===== src/rtl/uart_tx_cfg.sv =====
// Configurable UART transmitter: valid/ready word input with a one-word holding buffer,
// runtime baud divisor latched per frame, optional parity and one or two stop bits.
module uart_tx_cfg #(
  parameter int DATA_W     = 8,
  parameter int PARITY_EN  = 0,
  parameter int PARITY_ODD = 0,
  parameter int STOP_BITS  = 1,
  parameter int BAUD_DIV_W = 16
) (
  input  logic                  clk,
  input  logic                  rst,
  input  logic [BAUD_DIV_W-1:0] baud_div,
  input  logic [DATA_W-1:0]     tx_data,
  input  logic                  tx_valid,
  output logic                  tx_ready,
  output logic                  tx,
  output logic                  tx_busy,
  output logic                  tx_done
);

  localparam int CNT_W = $clog2(DATA_W + 1);
  localparam logic [CNT_W-1:0] LAST_DATA = CNT_W'(DATA_W - 1);
  localparam logic [CNT_W-1:0] LAST_STOP = CNT_W'(STOP_BITS - 1);

  typedef enum logic [2:0] {S_IDLE, S_START, S_DATA, S_PARITY, S_STOP} state_t;

  state_t                  state_q, state_d;
  logic [BAUD_DIV_W-1:0]   baud_cnt_q, baud_cnt_d;
  logic [BAUD_DIV_W-1:0]   baud_lat_q, baud_lat_d;
  logic [CNT_W-1:0]        bit_cnt_q, bit_cnt_d;
  logic [DATA_W-1:0]       shift_q, shift_d;
  logic [DATA_W-1:0]       hold_q, hold_d;
  logic                    hold_full_q, hold_full_d;
  logic                    par_q, par_d;
  logic                    tx_q, tx_d;
  logic                    done_q, done_d;
  logic                    bit_wrap, accept, load_en;
  logic [DATA_W-1:0]       load_word;

  function automatic logic parity_of(input logic [DATA_W-1:0] w);
    return (^w) ^ 1'(PARITY_ODD);
  endfunction

  assign bit_wrap = (baud_cnt_q == baud_lat_q);
  assign accept   = tx_valid && !hold_full_q;

  always_comb begin
    state_d     = state_q;
    baud_cnt_d  = '0;
    baud_lat_d  = baud_lat_q;
    bit_cnt_d   = bit_cnt_q;
    shift_d     = shift_q;
    hold_d      = hold_q;
    hold_full_d = hold_full_q;
    par_d       = par_q;
    done_d      = 1'b0;
    load_en     = 1'b0;
    load_word   = tx_data;

    if (state_q != S_IDLE) begin
      baud_cnt_d = bit_wrap ? '0 : baud_cnt_q + 1'b1;
      if (accept) begin
        hold_d      = tx_data;
        hold_full_d = 1'b1;
      end
    end

    case (state_q)
      S_IDLE:   if (tx_valid) load_en = 1'b1;
      S_START:  if (bit_wrap) begin
        state_d   = S_DATA;
        bit_cnt_d = '0;
      end
      S_DATA:   if (bit_wrap) begin
        shift_d = shift_q >> 1;
        if (bit_cnt_q == LAST_DATA) begin
          bit_cnt_d = '0;
          state_d   = (PARITY_EN != 0) ? S_PARITY : S_STOP;
        end else begin
          bit_cnt_d = bit_cnt_q + 1'b1;
        end
      end
      S_PARITY: if (bit_wrap) begin
        state_d   = S_STOP;
        bit_cnt_d = '0;
      end
      S_STOP:   if (bit_wrap) begin
        if (bit_cnt_q == LAST_STOP) begin
          done_d = 1'b1;
          // A held word wins over a word offered on this same edge
          if (hold_full_q) begin
            load_en     = 1'b1;
            load_word   = hold_q;
            hold_full_d = 1'b0;
          end else if (tx_valid) begin
            load_en     = 1'b1;
            hold_full_d = 1'b0;
          end else begin
            state_d = S_IDLE;
          end
        end else begin
          bit_cnt_d = bit_cnt_q + 1'b1;
        end
      end
      default:  state_d = S_IDLE;
    endcase

    if (load_en) begin
      state_d    = S_START;
      shift_d    = load_word;
      par_d      = parity_of(load_word);
      baud_lat_d = baud_div;
      baud_cnt_d = '0;
    end

    case (state_d)
      S_START:  tx_d = 1'b0;
      S_DATA:   tx_d = shift_d[0];
      S_PARITY: tx_d = par_d;
      default:  tx_d = 1'b1;
    endcase
  end

  always_ff @(posedge clk) begin
    if (rst) begin
      state_q     <= S_IDLE;
      baud_cnt_q  <= '0;
      bit_cnt_q   <= '0;
      hold_full_q <= 1'b0;
      tx_q        <= 1'b1;
      done_q      <= 1'b0;
    end else begin
      state_q     <= state_d;
      baud_cnt_q  <= baud_cnt_d;
      bit_cnt_q   <= bit_cnt_d;
      hold_full_q <= hold_full_d;
      tx_q        <= tx_d;
      done_q      <= done_d;
    end
  end

  always_ff @(posedge clk) begin
    shift_q    <= shift_d;
    hold_q     <= hold_d;
    par_q      <= par_d;
    baud_lat_q <= baud_lat_d;
  end

  assign tx       = tx_q;
  assign tx_ready = !hold_full_q;
  assign tx_busy  = (state_q != S_IDLE);
  assign tx_done  = done_q;

endmodule


===== config.mk =====
export PLATFORM = sky130hd
export DESIGN_NAME = uart_tx_cfg
export DESIGN_NICKNAME = d
export VERILOG_FILES = /design/src/rtl/uart_tx_cfg.sv
export SDC_FILE = /design/constraint.sdc
export NUM_CORES = 1
export LEC_CHECK = 0
export CORE_ASPECT_RATIO = 0.75
export CORE_UTILIZATION = 45
export CTS_BUF_LIST = sky130_fd_sc_hd__clkbuf_8
export DETAILED_ROUTE_END_ITERATION = 6
export PLACE_DENSITY = 0.63
export SLEW_MARGIN = 10
export SYNTH_ARGS = -nofsm -noshare
export SYNTH_HDL_FRONTEND = slang
export SYNTH_SLANG_ARGS = --single-unit

===== constraint.sdc =====
create_clock -name clk -period 7.6 [get_ports clk]
set_input_delay 0.76 -clock clk [delete_from_list [all_inputs] [get_ports clk]]
set_output_delay 0.76 -clock clk [all_outputs]
set_load 0.02 [all_outputs]

==> metrics.md, run 1 <==
| Metric | Value |
|---|---|
| Status | finished clean |
| Post-Syn Area per Cell | 11.3 µm² |
| Wire per inst | 13.7 µm |
| FILL cells | 524 |
| Clk Latency, worst-skew pair | 0.33 ns |
| Vias | 1736 |
| Multiplexer share of the synthesized area | 5.04% |
| GRT overflow | 0 |
| Tmin final | 3.00 ns |
| WL final | 4880 µm |
| Net Count, Synth | 270 |
| Period utilization | 39.4% |
| First-pass GRT wire length | 8310 µm |
| CP Class | reg -> reg |
| Final Hold Vio Count | 0 |
| Post-synth cell types | 36 |
| Ys Warns | 0 |
| Antenna violations before repair | 0 |
| Setup TNS | 0 ns |
| DRT antenna net count | 0 |
| Max Root-Sink Buffers | 2 |
| Largest family of logic cells by synthesized area | simple AND/OR/NAND/NOR gates |
| Die H | 69.2 µm |
| Avg Vias per Cell | 4.86 |
| Largest net degree at the start of global routing | 17 |
| Worst EP arrival | 3.21 ns |
| Finished Core Util | 55.6% |
| Post-synth top flop | edfxtp_1 |
| Xor/xnor share of the synthesized area | 15.5% |
| Number of diodes | 0 |
| TritonCTS sink count | 59 |
| Clk_skew | 0.00666 ns |
| Placed Area | 0.00307 mm² |
| Worst EP required | 7.82 ns |
| Drt first pass iters | 6 |
| Die Wd | 91.5 µm |
| Startpoint Class | flip-flop |
| Post-synth ARST share | 0% |
| RSZ-0062 raised after global routing | false |
| Starting Density | 46.7% |
| Max Slew Vio Count | 0 |
| Htree depth | 3 |
| CTS root buf | clkbuf_8 |
| Max transition margin | 51.6% |
| Worst hold slack | 0.490 ns |
| CTS Buf Count | 9 |
| Gr usage total | 17.6% |
| Worst hold path type | reg -> reg |
| Initial drt markers | 62 |
| Max VDD drop | 120 µV |
| Post-DP HPWL | 3620 µm |
| Area growth from synthesis to layout | 19.0% |
| Sequential-to-total area share from yosys stat | 55.1% |
| Share of layout cells above drive strength 1 | 6.09% |
| Core area | 0.00580 mm² |
| R2r setup slk | 4.60 ns |
| Io pins | 31 |
| Vias in the first global route | 1684 |
| Max Fclk | 0.334 GHz |
| Slew @ Worst Pin | 0.723 ns |
| # port buffers | 30 |
| DIE AREA | 0.00633 mm² |
| # hold bufs at CTS | 0 |
| Post-synth EDFFs | 31 |
| Setup violators final | 0 |
| Design area | 0.00322 mm² |
| CTS resizes | 0 |
| Max_cap viols | 0 |
| Max FO, Critical Path | 9 |
| Compound-Gate Fraction of Synth Area | 4.90% |
| Total power | 646 µW |
| DRC | 0 |
| Leak | 1.17 nW |
| Synth Area in Adders | 1.39% |
| Mapped Area | 0.00271 mm² |
| GPL Wtd Cong | 0.844 |
| Flops & latches, synth | 59 |
| CTS tree | done |
| Simple-gate share of the synthesized area | 15.5% |
| Pwr Density | 201 mW/mm² |
| Critical path capture point type | flip-flop |
| Num rows | 24 |
| Postcts setup bufs | 0 |
| Post-Syn Instances | 240 |
| Clock transition at path regs | 0.06 ns |
| Total Nets Final | 304 |
worst max-delay path, stage by stage, from the launching register on:
cell	delay [ns]
dfxtp_1	0.46
xnor2_2	0.14
nand4_1	0.17
nor4_4	0.60
nand4_1	0.64
mux2i_1	0.26
mux2_4	0.29
a221o_1	0.31
cells in the mapped netlist, drive strengths merged, types with 3 or more instances:
cell | instances | share of area, %
mux2i | 11 | 4.1
nor3 | 4 | 0.74
nand4 | 9 | 2.1
a21o | 4 | 1.1
xnor2 | 37 | 12
nor2 | 32 | 4.4
nand2 | 15 | 2.4
dfxtp | 28 | 21
o21ai | 7 | 1.3
clkbuf | 4 | 0.55
edfxtp | 31 | 34
nor3b | 3 | 1.2
nand3 | 8 | 1.5
buf | 3 | 0.74
and3 | 5 | 1.2
xor2 | 10 | 3.2
ha | 3 | 1.4
inv | 9 | 1.2
report_power, final:
group | switching [mW] | total (mW) | internal (mW)
sequential | 0.00852 | 0.362 | 0.354
combinational | 0.0283 | 0.0630 | 0.0346
clock | 0.110 | 0.221 | 0.111
cell usage in the layout (no fill, tap or decap), types with 2 or more instances in the layout:
cell type	netlist	layout
o21ai_0	7	7
clkinv_2	0	2
nor3_1	4	4
nand2_1	14	14
mux2i_1	11	11
a21oi_1	2	2
a21o_1	4	4
o21a_1	2	2
nand4_1	9	9
xnor2_1	36	36
nand3_1	8	8
and3_1	5	5
clkbuf_8	0	9
clkinv_1	0	2
edfxtp_1	31	31
clkdlybuf4s50_1	0	30
xor2_1	10	10
nand2b_1	2	2
a211oi_1	2	2
inv_1	9	12
ha_1	3	3
nor2_1	32	32
dfxtp_1	28	28
nor3b_1	2	2
stage by stage:
step	worst slack, ns	instances
2_1_floorplan	5.22	240
3_3_place_gp	4.65	341
3_5_place_dp	4.58	341
4_1_cts	4.57	357
5_1_grt	4.32	357
6_report	4.60	357
layer usage:
layer	part of all wire (%)	vias up	GRT usage, %
met5	0	-	0
met3	3.9	7	6.29
met1	56	801	26.6
met4	1.3	0	6.88
li1	-	896	-
met2	39	32	22.6
flip-flops by register name (all words and copies together) (netlist names):
signal       flops
shift_q          8
par_q            1
state_q          3
hold_q           8
bit_cnt_q        4
baud_lat_q      16
tx_done          1
tx               1
hold_full_q      1
baud_cnt_q      16
final cells by class:
type	count	area, µm²	area share, %
clock inverter	7	28.8	0.893
sequential	59	1490	46.3
tap	78	97.6	3.03
timing repair buffer	30	300	9.32
inverter	9	33.8	1.05
multi-input combinational	165	1150	35.6
clock buffer	9	124	3.84
final timing paths:
kind / cells past startpoint / endpoint / from
hold / removal: 1 / par_q / par_q
hold reg to reg: 1 / par_q / par_q
setup reg to reg: 7 / tx / baud_cnt_q[6]
setup / recovery: 7 / tx / baud_cnt_q[6]
logic make-up after synthesis:
group,after synthesis
AND/OR/NAND/NOR,82
XOR/XNOR,47
multiplexers,13
AO/OA/AOI/OAI,20
flip-flops,59
adder cells (fa/ha/maj),3
buffers and inverters,16
(Power assumes the default switching activity.)
==> run 2, diff against run 1 <==
==> constraint.sdc (replaced) <==
create_clock -name clk -period 2.8 [get_ports clk]
set_input_delay 0.28 -clock clk [delete_from_list [all_inputs] [get_ports clk]]
set_output_delay 0.28 -clock clk [all_outputs]
set_load 0.02 [all_outputs]
==> run 2 against run 1 <==
Effect of this change:
- non-clock buffer count rose by 3
- critical endpoint unchanged
- die area unchanged
- cell count rose by 0.84%
- setup slack worse by 4.4 ns
- flip-flop and latch count did not move
- count of clock-buffer cells in the layout rose by 1
- clock power grew to 2.9 times the previous value
- critical path depth is the same
- total power grew to 2.8 times the previous value
- register-to-register slack worse by 4.4 ns
==> metrics.md, run 2 (synthesis results as in run 1) <==
| Metric | Value |
|---|---|
| Starting Density | 46.7% |
| DRT antenna net count | 0 |
| DIE AREA | 0.00633 mm² |
| Setup violators final | 0 |
| Placed Area | 0.00309 mm² |
| GPL Wtd Cong | 0.833 |
| Worst path bufs/invs | 0 |
| DRC | 0 |
| Clock transition at path regs | 0.07 ns |
| Number of diodes | 0 |
| Leak | 1.18 nW |
| Vias in the first global route | 1749 |
| Post-DP HPWL | 3660 µm |
| # port buffers | 30 |
| Status | finished clean |
| CP Class | reg -> reg |
| Area growth from synthesis to layout | 20.2% |
| Largest net degree at the start of global routing | 17 |
| CTS Buf Count | 9 |
| TritonCTS sink count | 59 |
| Period utilization | 92.5% |
| CP max-delay cell | nor4_4 |
| Max Root-Sink Buffers | 2 |
| Cell chain of the critical path | xnor2_2, nand4_1, nor4_4, nand2_4, a21o_1, mux2_4, a221o_1 |
| Io pins | 31 |
| Total Nets Final | 307 |
| Postcts setup bufs | 0 |
| Design area | 0.00325 mm² |
| GRT overflow | 0 |
| Vias | 1767 |
| Final Hold Vio Count | 0 |
| Wire per inst | 14.1 µm |
| Htree depth | 3 |
| Share of layout cells above drive strength 1 | 7.09% |
| Worst EP arrival | 2.83 ns |
| Setup TNS | 0 ns |
| Startpoint Class | flip-flop |
| Max FO, Critical Path | 12 |
| RSZ-0062 raised after global routing | false |
| Initial drt markers | 93 |
| Max Fclk | 0.386 GHz |
| Worst hold path type | in -> reg |
| Most frequent cells in the layout | xnor2_1, nor2_1, edfxtp_1, clkdlybuf4s50_1, dfxtp_1 |
| Core area | 0.00580 mm² |
| Critical path capture point type | flip-flop |
| Die Wd | 91.5 µm |
| Tmin final | 2.59 ns |
| Clk Latency, worst-skew pair | 0.34 ns |
| Pwr Density | 554 mW/mm² |
| Max Slew Vio Count | 0 |
| Top Registers | baud_cnt_q x16, baud_lat_q x16 |
| Max_cap viols | 0 |
| Clk_skew | 0.00998 ns |
| Avg Vias per Cell | 4.91 |
| Max transition margin | 49.7% |
| FILL cells | 495 |
| # hold bufs at CTS | 0 |
| Antenna violations before repair | 0 |
| Worst EP required | 3.04 ns |
| First-pass GRT wire length | 8690 µm |
| CTS resizes | 0 |
| Slew @ Worst Pin | 0.752 ns |
| Num rows | 24 |
| Commonest non-fill, non-tap cell in the layout | xnor2_1 |
| CTS root buf | clkbuf_8 |
| Gr usage total | 18.5% |
| CTS tree | done |
| Drt first pass iters | 5 |
| Die H | 69.2 µm |
| Max VDD drop | 297 µV |
| Top Family by Delay on Critical Path | simple AND/OR/NAND/NOR gates |
| WL final | 5070 µm |
| Largest stage delay on the critical path | 0.60 ns |
==> run 2: cell types whose count changed in the layout (fill, tap and decap cells not counted), sizes merged <==
cell	previous run	this run
buf	0	3
clkbuf	9	10
inv	12	11
==> run 2: power breakdown <==
| part | internal, mW | switching, mW |
|---|---|---|
| registers | 0.959 | 0.0233 |
| clock network | 0.327 | 0.317 |
| logic | 0.0956 | 0.0782 |
==> run 2: worst paths after layout <==
kind                       from             to  slack, ns  depth (start not counted)
setup / recovery  baud_cnt_q[6]             tx       0.21                          7
hold / removal      baud_div[9]  baud_lat_q[9]       0.49                          1
setup reg to reg  baud_cnt_q[6]             tx       0.21                          7
hold reg to reg           par_q          par_q       0.49                          1
==> run 2: final cells by class <==
| cell class | count | area (µm²) | share of cell area (%) |
|---|---|---|---|
| timing repair buffer | 33 | 323 | 9.92 |
| inverter | 9 | 33.8 | 1.04 |
| sequential | 59 | 1490 | 45.8 |
| multi-input combinational | 165 | 1150 | 35.2 |
| tap | 78 | 97.6 | 3.00 |
| clock buffer | 10 | 138 | 4.23 |
| clock inverter | 6 | 23.8 | 0.731 |
==> run 2: per-layer routing <==
layer	track usage, %	vias to the layer above	wire, µm
li1	-	905	-
met1	27.3	812	2750
met2	23.8	40	1950
met3	6.40	10	268
met4	8.47	0	97
met5	0	-	0
==> run 2: metrics by stage <==
| step | total power, mW | cells | hold WS (ns) | setup WS, ns | util, % |
|---|---|---|---|---|---|
| 3_3_place_gp | 1.17 | 344 | 0.461 | 0.267 | 53.3 |
| 4_1_cts | 1.82 | 360 | 0.474 | 0.186 | 56.1 |
| 3_5_place_dp | 1.18 | 344 | 0.476 | 0.202 | 53.3 |
| 2_1_floorplan | 1.10 | 240 | 0.379 | 0.424 | - |
| 5_1_grt | 1.88 | 360 | 0.482 | 0.0191 | 56.1 |
| 6_report | 1.80 | 360 | 0.490 | 0.209 | 56.1 |
